`config.mk`:
```
export PLATFORM = sky130hd
export DESIGN_NAME = pool_row_packer
export DESIGN_NICKNAME = d
export VERILOG_FILES = /design/src/rtl/pool_row_packer.sv
export SDC_FILE = /design/constraint.sdc
export NUM_CORES = 1
export LEC_CHECK = 0
export BUFFER_PORTS_ARGS = -buffer_cell sky130_fd_sc_hd__buf_2
export CORE_MARGIN = 2
export CORE_UTILIZATION = 30
export CTS_CLUSTER_DIAMETER = 40
export DETAILED_ROUTE_END_ITERATION = 10
export GPL_ROUTABILITY_DRIVEN = 0
export PLACE_DENSITY_LB_ADDON = 0.12
export SYNTH_ARGS = -nofsm -noshare
export SYNTH_HDL_FRONTEND = slang
export SYNTH_SLANG_ARGS = --single-unit
```
`constraint.sdc`:
```
create_clock -name clk -period 5.1 [get_ports clk]
set_clock_uncertainty 0.15 [all_clocks]
set_input_delay 1.02 -clock clk [delete_from_list [all_inputs] [get_ports clk]]
set_output_delay 1.02 -clock clk [all_outputs]
set_load 0.05 [all_outputs]
```
`src/rtl/pool_row_packer.sv`:
```
// rtl/pool_row_packer.sv - 2x2/stride-2 max pooling with per-lane word packing into next-layer FIFOs
//
// Purpose: consumes a raster-order pixel stream (one pixel per lane per beat),
// max-pools 2x2 windows, packs IW pooled pixels per lane into one word and
// writes it to the next layer's input FIFOs under prog_full back-pressure.
//
// Ports:
//   clk, rstn            clock, synchronous active-low reset
//   in_valid/in_ready    input beat handshake
//   in_data              one pixel per lane, lane l at [l*DATA_WIDTH +: DATA_WIDTH]
//   out_wren/out_din     write strobe and packed word (lane l slot k at (l*IW+k)*DATA_WIDTH)
//   out_full             OR of downstream prog_full
//   row_done/frame_done  pulses after the last word of a pooled row / frame
module pool_row_packer #(
    parameter int DATA_WIDTH = 8,
    parameter int LANES      = 3,
    parameter int IW         = 7,
    parameter int ROW_LEN    = 50,
    parameter int NUM_ROWS   = 50
) (
    input  logic                             clk,
    input  logic                             rstn,
    input  logic                             in_valid,
    output logic                             in_ready,
    input  logic [LANES*DATA_WIDTH-1:0]      in_data,
    output logic                             out_wren,
    output logic [LANES*IW*DATA_WIDTH-1:0]   out_din,
    input  logic                             out_full,
    output logic                             row_done,
    output logic                             frame_done
);

    localparam int HALF   = ROW_LEN / 2;
    localparam int COL_W  = $clog2(ROW_LEN);
    localparam int ROW_W  = $clog2(NUM_ROWS);
    localparam int P_W    = $clog2(IW);
    localparam int WORD_W = LANES * IW * DATA_WIDTH;

    typedef enum logic [1:0] {S_EVEN, S_ODD, S_FLUSH, S_HOLD} state_t;

    state_t                          state_q, state_d;
    logic [COL_W-1:0]                col_q;
    logic [ROW_W-1:0]                row_q;
    logic [P_W-1:0]                  p_q;
    logic [LANES*DATA_WIDTH-1:0]     h_q;
    logic [WORD_W-1:0]               pack_q;
    logic [WORD_W-1:0]               out_din_q;
    logic                            pend_q;
    logic                            pend_last_q;
    logic                            pend_frame_q;
    logic                            row_done_q;
    logic                            frame_done_q;
    logic [DATA_WIDTH-1:0]           lb_q [LANES][HALF];

    logic [DATA_WIDTH-1:0]           hmax   [LANES];
    logic [DATA_WIDTH-1:0]           pooled [LANES];
    logic [WORD_W-1:0]               word_ins;
    logic [COL_W-2:0]                lb_idx;
    logic                            accept;
    logic                            col_last;
    logic                            row_last;
    logic                            p_last;
    logic                            odd_beat;
    logic                            word_done;
    logic                            write_now;
    logic                            stalled;

    assign lb_idx    = col_q[COL_W-1:1];
    assign col_last  = (col_q == COL_W'(ROW_LEN - 1));
    assign row_last  = (row_q == ROW_W'(NUM_ROWS - 1));
    assign p_last    = (p_q == P_W'(IW - 1));
    // A pending word that cannot be written this cycle blocks input immediately,
    // before the registered state has reached S_HOLD.
    assign stalled   = pend_q & out_full;
    assign in_ready  = rstn & ((state_q == S_EVEN) | (state_q == S_ODD)) & ~stalled;
    assign accept    = in_valid & in_ready;
    assign odd_beat  = accept & (state_q == S_ODD) & col_q[0];
    assign word_done = odd_beat & (p_last | col_last);
    assign write_now = pend_q & ~out_full;

    assign out_wren   = rstn & write_now;
    assign out_din    = out_din_q;
    assign row_done   = row_done_q;
    assign frame_done = frame_done_q;

    for (genvar g = 0; g < LANES; g++) begin : g_lane
        logic [DATA_WIDTH-1:0] pix;
        logic [DATA_WIDTH-1:0] hreg;
        logic [DATA_WIDTH-1:0] lb_rd;
        assign pix       = in_data[g*DATA_WIDTH +: DATA_WIDTH];
        assign hreg      = h_q[g*DATA_WIDTH +: DATA_WIDTH];
        assign lb_rd     = lb_q[g][lb_idx];
        assign hmax[g]   = (hreg > pix) ? hreg : pix;
        assign pooled[g] = (hmax[g] > lb_rd) ? hmax[g] : lb_rd;

        // Even rows park the horizontal max; the odd row reads it back.
        always_ff @(posedge clk) begin
            if (accept && state_q == S_EVEN && col_q[0]) begin
                lb_q[g][lb_idx] <= hmax[g];
            end
        end
    end

    always_comb begin
        word_ins = pack_q;
        for (int l = 0; l < LANES; l++) begin
            word_ins[(l*IW + int'(p_q))*DATA_WIDTH +: DATA_WIDTH] = pooled[l];
        end
    end

    always_comb begin
        state_d = state_q;
        case (state_q)
            S_EVEN: begin
                if (stalled) state_d = S_HOLD;
                else if (accept && col_last) state_d = S_ODD;
            end
            S_ODD: begin
                if (stalled) state_d = S_HOLD;
                else if (accept && col_last) state_d = p_last ? S_EVEN : S_FLUSH;
            end
            S_FLUSH: begin
                state_d = out_full ? S_HOLD : S_EVEN;
            end
            S_HOLD: begin
                // Row counter has already advanced past a finished row, so its
                // parity tells us where to resume.
                if (!out_full) state_d = row_q[0] ? S_ODD : S_EVEN;
            end
            default: state_d = S_EVEN;
        endcase
    end

    always_ff @(posedge clk) begin
        if (!rstn) begin
            state_q      <= S_EVEN;
            col_q        <= '0;
            row_q        <= '0;
            p_q          <= '0;
            h_q          <= '0;
            pack_q       <= '0;
            out_din_q    <= '0;
            pend_q       <= 1'b0;
            pend_last_q  <= 1'b0;
            pend_frame_q <= 1'b0;
            row_done_q   <= 1'b0;
            frame_done_q <= 1'b0;
        end else begin
            state_q      <= state_d;
            row_done_q   <= write_now & pend_last_q;
            frame_done_q <= write_now & pend_frame_q;
            if (write_now) pend_q <= 1'b0;

            if (accept) begin
                if (!col_q[0]) h_q <= in_data;
                if (col_last) begin
                    col_q <= '0;
                    row_q <= row_last ? '0 : row_q + ROW_W'(1);
                end else begin
                    col_q <= col_q + COL_W'(1);
                end
            end

            if (word_done) begin
                out_din_q    <= word_ins;
                pend_q       <= 1'b1;
                pend_last_q  <= col_last;
                pend_frame_q <= col_last & row_last;
                pack_q       <= '0;
                p_q          <= '0;
            end else if (odd_beat) begin
                pack_q <= word_ins;
                p_q    <= p_q + P_W'(1);
            end
        end
    end

endmodule

```
-- After elaboration in Yosys (flattened, before gate mapping)
Memory sizes are Yosys's and may differ from the RTL's.
Cells that the tools add are included.
- memories kept: 1
- latch bits: 0
- bits in read-only memories: 0
- bits in writable memories: 600
- word-level logic and storage cells: 108
- bits in registers: 382
- bits of input ports: 28
- shift-type cells: 6
- $add $sub $neg: 8
- equality and inequality tests: 9
- bitwise operators: 19
- multiply operators: 0
- reduce and logical (&&, ||, !) cells: 10
- muxes and demuxes: 35
- magnitude comparators: 8
- div/mod/pow operators: 0
- memory list (memory ; depth ; width ; read ports ; clocked after Yosys merged registers in ; write ports ; RTL line ; text):
    lb_q ; 3 ; 200 ; 3 ; 0 ; 3 ; 53 ; logic [DATA_WIDTH-1:0] lb_q [LANES][HALF];
- operators with widths (cell ; count):
    $bwmux W168 ; 3
    $shift A8 B33 Y168 const A ; 3
    $shiftx A8 B33 Y168 ; 3
    $mux W200 ; 1
    $bmux W8 S5 ; 3
    $mux W8 ; 13
    $gt A8 B8 Y1 ; 6
    $demux W8 S5 ; 1
    $neg A6 Y33 ; 1
    $neg A7 Y33 ; 1
    $neg A8 Y33 ; 1
    $mux W2 ; 7
    $add A6 B1 Y6 const B ; 2
    $and A1 B1 Y1 ; 12
    $eq A6 B6 Y1 const B ; 2
    $mux W6 ; 2
    $pmux W2 S4 ; 1
    $ge A6 B6 Y1 const B ; 1
    $lt A6 B1 Y1 const B ; 1
    $ne A3 B2 Y1 const B ; 2
    $not A5 Y6 ; 1
    $add A4 B3 Y5 const A ; 1
    $add A3 B3 Y4 const A ; 1
    $eq A2 B2 Y1 const B ; 2
    other kinds (13) ; 24

-- Depth between registers and ports, before layout
- depth after elaboration: 10
- gate-level depth with buffers: 23

-- Worst setup path before layout
No wires, ideal clock.
- path type: input to register
- from: input port in_data[1]
- to: register out_din_q[61] (netlist: out_din[61])
- cell stages on the path: 21
- arrival time: 5.330 ns
- slack: -0.464 ns
- path through: inv_1 ha_1 nor2b_1 o211a_1 o21ai_0 and2_1 clkbuf_1 mux2i_1 inv_1 ha_1 a21o_1 a21oi_1 o21a_1 and3_1 a32oi_1 nand2_2 nor3_4 mux2i_2 buf_6 a21oi_1 o31ai_2
- RTL lines (element ; RTL line ; text):
    start: declaration ; 25 ; input logic [LANES*DATA_WIDTH-1:0] in_data,
    end signal: assignment ; 165 ; out_din_q <= word_ins;
    end: declaration ; 47 ; logic [WORD_W-1:0] out_din_q;

-- Final worst setup path
- from: register col_q[1]
- to: register pack_q[78]
- longest elaborated chain between the ends: 10
- elaborated cells between the ends (all ways): 26
- those cells by class: order compare (3); eq/ne (1); shift (3); mux (15); bitwise (3); reduce/logical (1)
- RTL lines (element ; RTL line ; text):
    start: declaration ; 42 ; logic [COL_W-1:0] col_q;
    start signal: assignment ; 160 ; col_q <= col_q + COL_W'(1);
    $not A5 Y6 (not written as such) ; 92 ; assign lb_rd = lb_q[g][lb_idx];
    $bmux W8 S5 ; 92 ;
    $mux W8 (not written as such) (2 in series) ; 92 ;
    $gt A8 B8 Y1 ; 94 ; assign pooled[g] = (hmax[g] > lb_rd) ? hmax[g] : lb_rd;
    $mux W8 ; 94 ;
    $shiftx A8 B33 Y168 ; 107 ; word_ins[(l*IW + int'(p_q))*DATA_WIDTH +: DATA_WIDTH] = pooled[l];
    $bwmux W168 (3 in series) ; 107 ;
    end signal: assignment ; 172 ; pack_q <= word_ins;
    end: declaration ; 46 ; logic [WORD_W-1:0] pack_q;
Several ways; a longest one is shown, not always the timed one. The select of a mux whose other input is x is not followed.
A chain may end at the register's enable or synchronous reset.

==> flow_summary.rst <==
.. list-table::
   :header-rows: 1

   * - Metric
     - Value
   * - Netlist area before placement
     - 42800 um^2
   * - Worst Setup Start Kind
     - flip-flop
   * - Synth Area per Inst
     - 12.0 um^2
   * - Clock-pin slew on the worst setup and hold paths
     - 0.05 ns
   * - Row count
     - 138
   * - Number of setup violations in the final report
     - 0
   * - Final hold violation count
     - 0
   * - Floorplan die height
     - 382 um
   * - Share of async-settable or async-resettable flops after synthesis
     - 0
   * - Gate count of the mapped netlist
     - 3569
   * - Netlist cell types
     - 96
   * - Floorplan Core Area
     - 142000 um^2
   * - WS Path Type
     - reg2reg
   * - Reg2Reg Setup Slack
     - 0.12 ns
   * - Depth of the CTS H-tree
     - 4
   * - Reg-to-reg endpoint
     - pack_q[78]
   * - Overflow left after global routing
     - 0
   * - Max-cap violations
     - 0
   * - All-Layer GR Usage
     - 0.220
   * - Initial standard-cell utilization of the core
     - 0.302
   * - Metal3 WL
     - 9.62 mm
   * - Reg2Reg Launch Point
     - col_q[1]
   * - Part of the total power dissipated in sequential elements
     - 0.391
   * - Drt first pass iters
     - 5
   * - Clock power frac
     - 0.534
   * - Drt first-iter violations
     - 2726
   * - Internal power summed over all cells
     - 16.5 mW
   * - Wire length reported by the detailed router
     - 163 mm
   * - Count of buffers from port buffering
     - 199
   * - Number of hold-repair buffers added at the cts stage
     - 0
   * - Largest net degree at the start of global routing
     - 174
   * - Max VDD drop
     - 0.259 mV
   * - Most frequent standard cell in the layout excluding fill and tap cells
     - sky130_fd_sc_hd__edfxtp_1
   * - Total power per unit cell area
     - 393 nW/um^2
   * - Number of warnings issued by yosys
     - 0
   * - Wire per inst
     - 26.4 um
   * - Top Metal Used
     - met5
   * - Post-layout worst setup margin
     - 0.123 ns
   * - TritonCTS clock tree
     - yes
   * - Maximum buffer depth of the clock tree
     - 3
   * - Vias in the first global route
     - 31700
   * - Clk sinks
     - 982
   * - Worst setup path end
     - pack_q[78]
   * - Post-layout nets
     - 4224
   * - Share of total power in combinational logic
     - 0.074
   * - Launch point of the worst path
     - col_q[1]
   * - Routed length on met2
     - 76.3 mm
   * - Sw Pwr
     - 5.25 mW
   * - Result of the run
     - complete, no violations
   * - Average via count per standard cell
     - 5.27
   * - Crit path arrival time
     - 5.52 ns
   * - First-pass GRT wire length
     - 233 mm
   * - Min-delay worst type
     - reg2reg
   * - Setup repair after global routing missed its margin
     - true
   * - Share of synthesized area occupied by flip-flops and latches
     - 0.600
   * - Max Transition Viols Final
     - 0
   * - Sort of element at the end of the critical path
     - flip-flop
   * - Horizontal extent of the die
     - 382 um
   * - Number of nets produced by synthesis
     - 3661
   * - Achievable clock frequency
     - 201 MHz
   * - Share of the clock period used by the worst path after layout
     - 0.976
   * - Initial antenna violation count
     - 7
   * - Final Non-Filler Cells
     - 6160
   * - Cells along the critical path
     - buf_12 > mux4_2 > a32o_1 > a2111oi_1 > buf_4 > ha_1 > a21o_1 > a21oi_1 > nand3_1 > nand2_1 > buf_4 > mux2_2 > buf_4 > o31ai_1 > a22oi_1 > o21ai_0
   * - Finished Core Util
     - 0.390
   * - Cell type with the highest occurrence count on the critical path
     - sky130_fd_sc_hd__buf_4
   * - Leakage power
     - 19.8 nW
   * - CP required
     - 5.64 ns
   * - Routed metal-1 wire length
     - 70.7 mm
   * - Count of flip-flops with a built-in enable after synthesis
     - 600
   * - Transition time of the tightest slew-check pin
     - 1.27 ns
   * - Cell chosen for the clock root
     - sky130_fd_sc_hd__clkbuf_16
   * - Dpl hpwl
     - 112 mm
   * - Layout Area Growth over Synthesis
     - 29.3%
   * - Prevailing post-synth register cell
     - sky130_fd_sc_hd__edfxtp_1
   * - Leading cell types in the layout, fill and taps excluded
     - 600 x sky130_fd_sc_hd__edfxtp_1, 402 x sky130_fd_sc_hd__buf_4, 392 x sky130_fd_sc_hd__nand2_1
   * - Detailed-route DRC error count
     - 0
   * - Total placed cells including tap cells
     - 5856
   * - Depth of the worst register-to-register path
     - 16
   * - Num CTS Buffers
     - 163
   * - Slowest stage delay, CP
     - 0.54 ns
   * - Fraction of final layout cells with drive strength greater than 1
     - 0.283
   * - Worst relative slew slack
     - 0.147
   * - Die Area
     - 146000 um^2
   * - Synth Register Bits
     - 982
   * - Switching Fraction
     - 0.242
   * - Count of pins on the block boundary
     - 200
   * - Pre-CTS worst setup slack
     - -0.591 ns
   * - Overall via count from detail_route
     - 32500
   * - Cells taking the most area after synthesis
     - sky130_fd_sc_hd__edfxtp_1 42%, sky130_fd_sc_hd__dfxtp_1 18%, sky130_fd_sc_hd__mux4_2 7.5%, sky130_fd_sc_hd__o21ai_0 3.7%, sky130_fd_sc_hd__nand2_1 3.5%
   * - Peak fanout along the critical path
     - 26
   * - Time the worst path needs with I/O delays and setup
     - 4.98 ns
   * - Synth top area share
     - 0.421
   * - Post-synth top area cell
     - sky130_fd_sc_hd__edfxtp_1
   * - Clock latency at the later pin of the worst-skew pair
     - 0.81 ns
   * - CP max stage cell
     - sky130_fd_sc_hd__mux4_2
   * - Number of routed nets with antenna violations
     - 0
[Yosys cell counts, types with 11 or more instances]
library cell	instances
sky130_fd_sc_hd__o21ai_0	314
sky130_fd_sc_hd__nor3_1	54
sky130_fd_sc_hd__a21o_1	13
sky130_fd_sc_hd__a31oi_1	28
sky130_fd_sc_hd__or3_1	13
sky130_fd_sc_hd__a32o_1	11
sky130_fd_sc_hd__nor2b_1	26
sky130_fd_sc_hd__a22oi_1	63
sky130_fd_sc_hd__o211ai_1	20
sky130_fd_sc_hd__dfxtp_1	382
sky130_fd_sc_hd__nand3_1	222
sky130_fd_sc_hd__or2_2	11
sky130_fd_sc_hd__mux4_2	142
sky130_fd_sc_hd__o21ai_1	20
sky130_fd_sc_hd__a221oi_1	12
sky130_fd_sc_hd__nand2_1	395
sky130_fd_sc_hd__buf_6	15
sky130_fd_sc_hd__mux2i_1	68
sky130_fd_sc_hd__nor2_1	196
sky130_fd_sc_hd__inv_1	57
sky130_fd_sc_hd__and3_1	25
sky130_fd_sc_hd__buf_1	19
sky130_fd_sc_hd__edfxtp_1	600
sky130_fd_sc_hd__mux2_2	24
sky130_fd_sc_hd__and2_1	40
sky130_fd_sc_hd__a22o_1	20
sky130_fd_sc_hd__o31ai_1	40
sky130_fd_sc_hd__a21boi_0	28
sky130_fd_sc_hd__buf_2	34
sky130_fd_sc_hd__a211oi_1	28
sky130_fd_sc_hd__o22ai_1	17
sky130_fd_sc_hd__a21oi_1	201
sky130_fd_sc_hd__clkbuf_1	176
sky130_fd_sc_hd__ha_1	63
[flip-flops by register name (all words and copies together) (netlist names)]
register and cells:
row_done 1, frame_done 1, row_q 6, state_q 2, pend_last_q 1, col_q 6
pack_q 168, p_q 3, h_q 24, pend_frame_q 1, out_din 168, pend_q 1
lb_q 600
[worst max-delay path: cells and delay by family, from the launching register on]
kind	cells	cell delay [ns]
compound gates	7	1.90
mux	2	0.98
buf+inv	4	0.82
flops	1	0.46
simple gates	2	0.32
fa+ha+maj	1	0.24
[worst min path at each step]
stage / from / to / slack (ns) / depth (start not counted)
global route: pack_q[104] / pack_q[104] / 0.32 / 2
global placement: pack_q[42] / pack_q[42] / 0.28 / 2
CTS: out_din[67] / out_din[67] / 0.30 / 2
finish: out_din[67] / out_din[67] / 0.30 / 2
detailed placement: out_din[67] / out_din[67] / 0.29 / 2
floorplan: pack_q[16] / pack_q[16] / 0.27 / 2
[logic make-up after synthesis]
family	count (synthesis)	synth area share
and+or+nand+nor	1032	0.110
DFF	982	0.600
AOI/OAI and AO/OA	934	0.139
buffers and inverters	309	0.0315
muxes	236	0.0979
adders and majority gates	64	0.0189
xor gates and xnor gates	12	0.00246
[through the flow]
stage / area, um^2 / power (mW) / hold WS [ns] / setup TNS (ns)
6_report: 55300 / 21.7 / 0.297 / 0
2_1_floorplan: 42800 / 9.34 / 0.266 / -0.000901
4_1_cts: 55200 / 21.9 / 0.299 / 0
3_3_place_gp: 49300 / 10.3 / 0.280 / -55.38
5_1_grt: 55300 / 22.4 / 0.323 / -0.258
3_5_place_dp: 49300 / 10.3 / 0.292 / -69.77
[power groups by stage]
stage / Sequential, mW / Clock, mW / Combinational [mW]
after detailed placement: 8.66 / 0 / 1.59
final: 8.50 / 11.6 / 1.62
after global placement: 8.66 / 0 / 1.60
after floorplan: 8.65 / 0 / 0.691
after CTS: 8.50 / 11.8 / 1.60
after global routing: 8.49 / 12.2 / 1.70
[layout make-up]
type                       count  area (um^2)
timing repair buffer         649         5000
sequential                   982        25700
antenna                        1         2.50
inverter                      58          220
clock buffer                 188         4310
multi-input combinational   2278        16100
tap                         1890         2360
clock inverter               114         1540
fill                       13700        86300
[metal layers]
metal	global-route usage	up-vias
li1	-	14700
met2	0.356	1161
met1	0.295	16300
met3	0.0384	293
met5	0	-
met4	0.0821	4
[timing repair]
item | CTS | global route
gates resized for setup | 2 | 22
pin swaps | 0 | 3
setup endpoints to repair | 2 | 137
buffers inserted | 0 | 1
gates cloned | 0 | 0
Note: power is estimated with default switching activity, not from simulation.
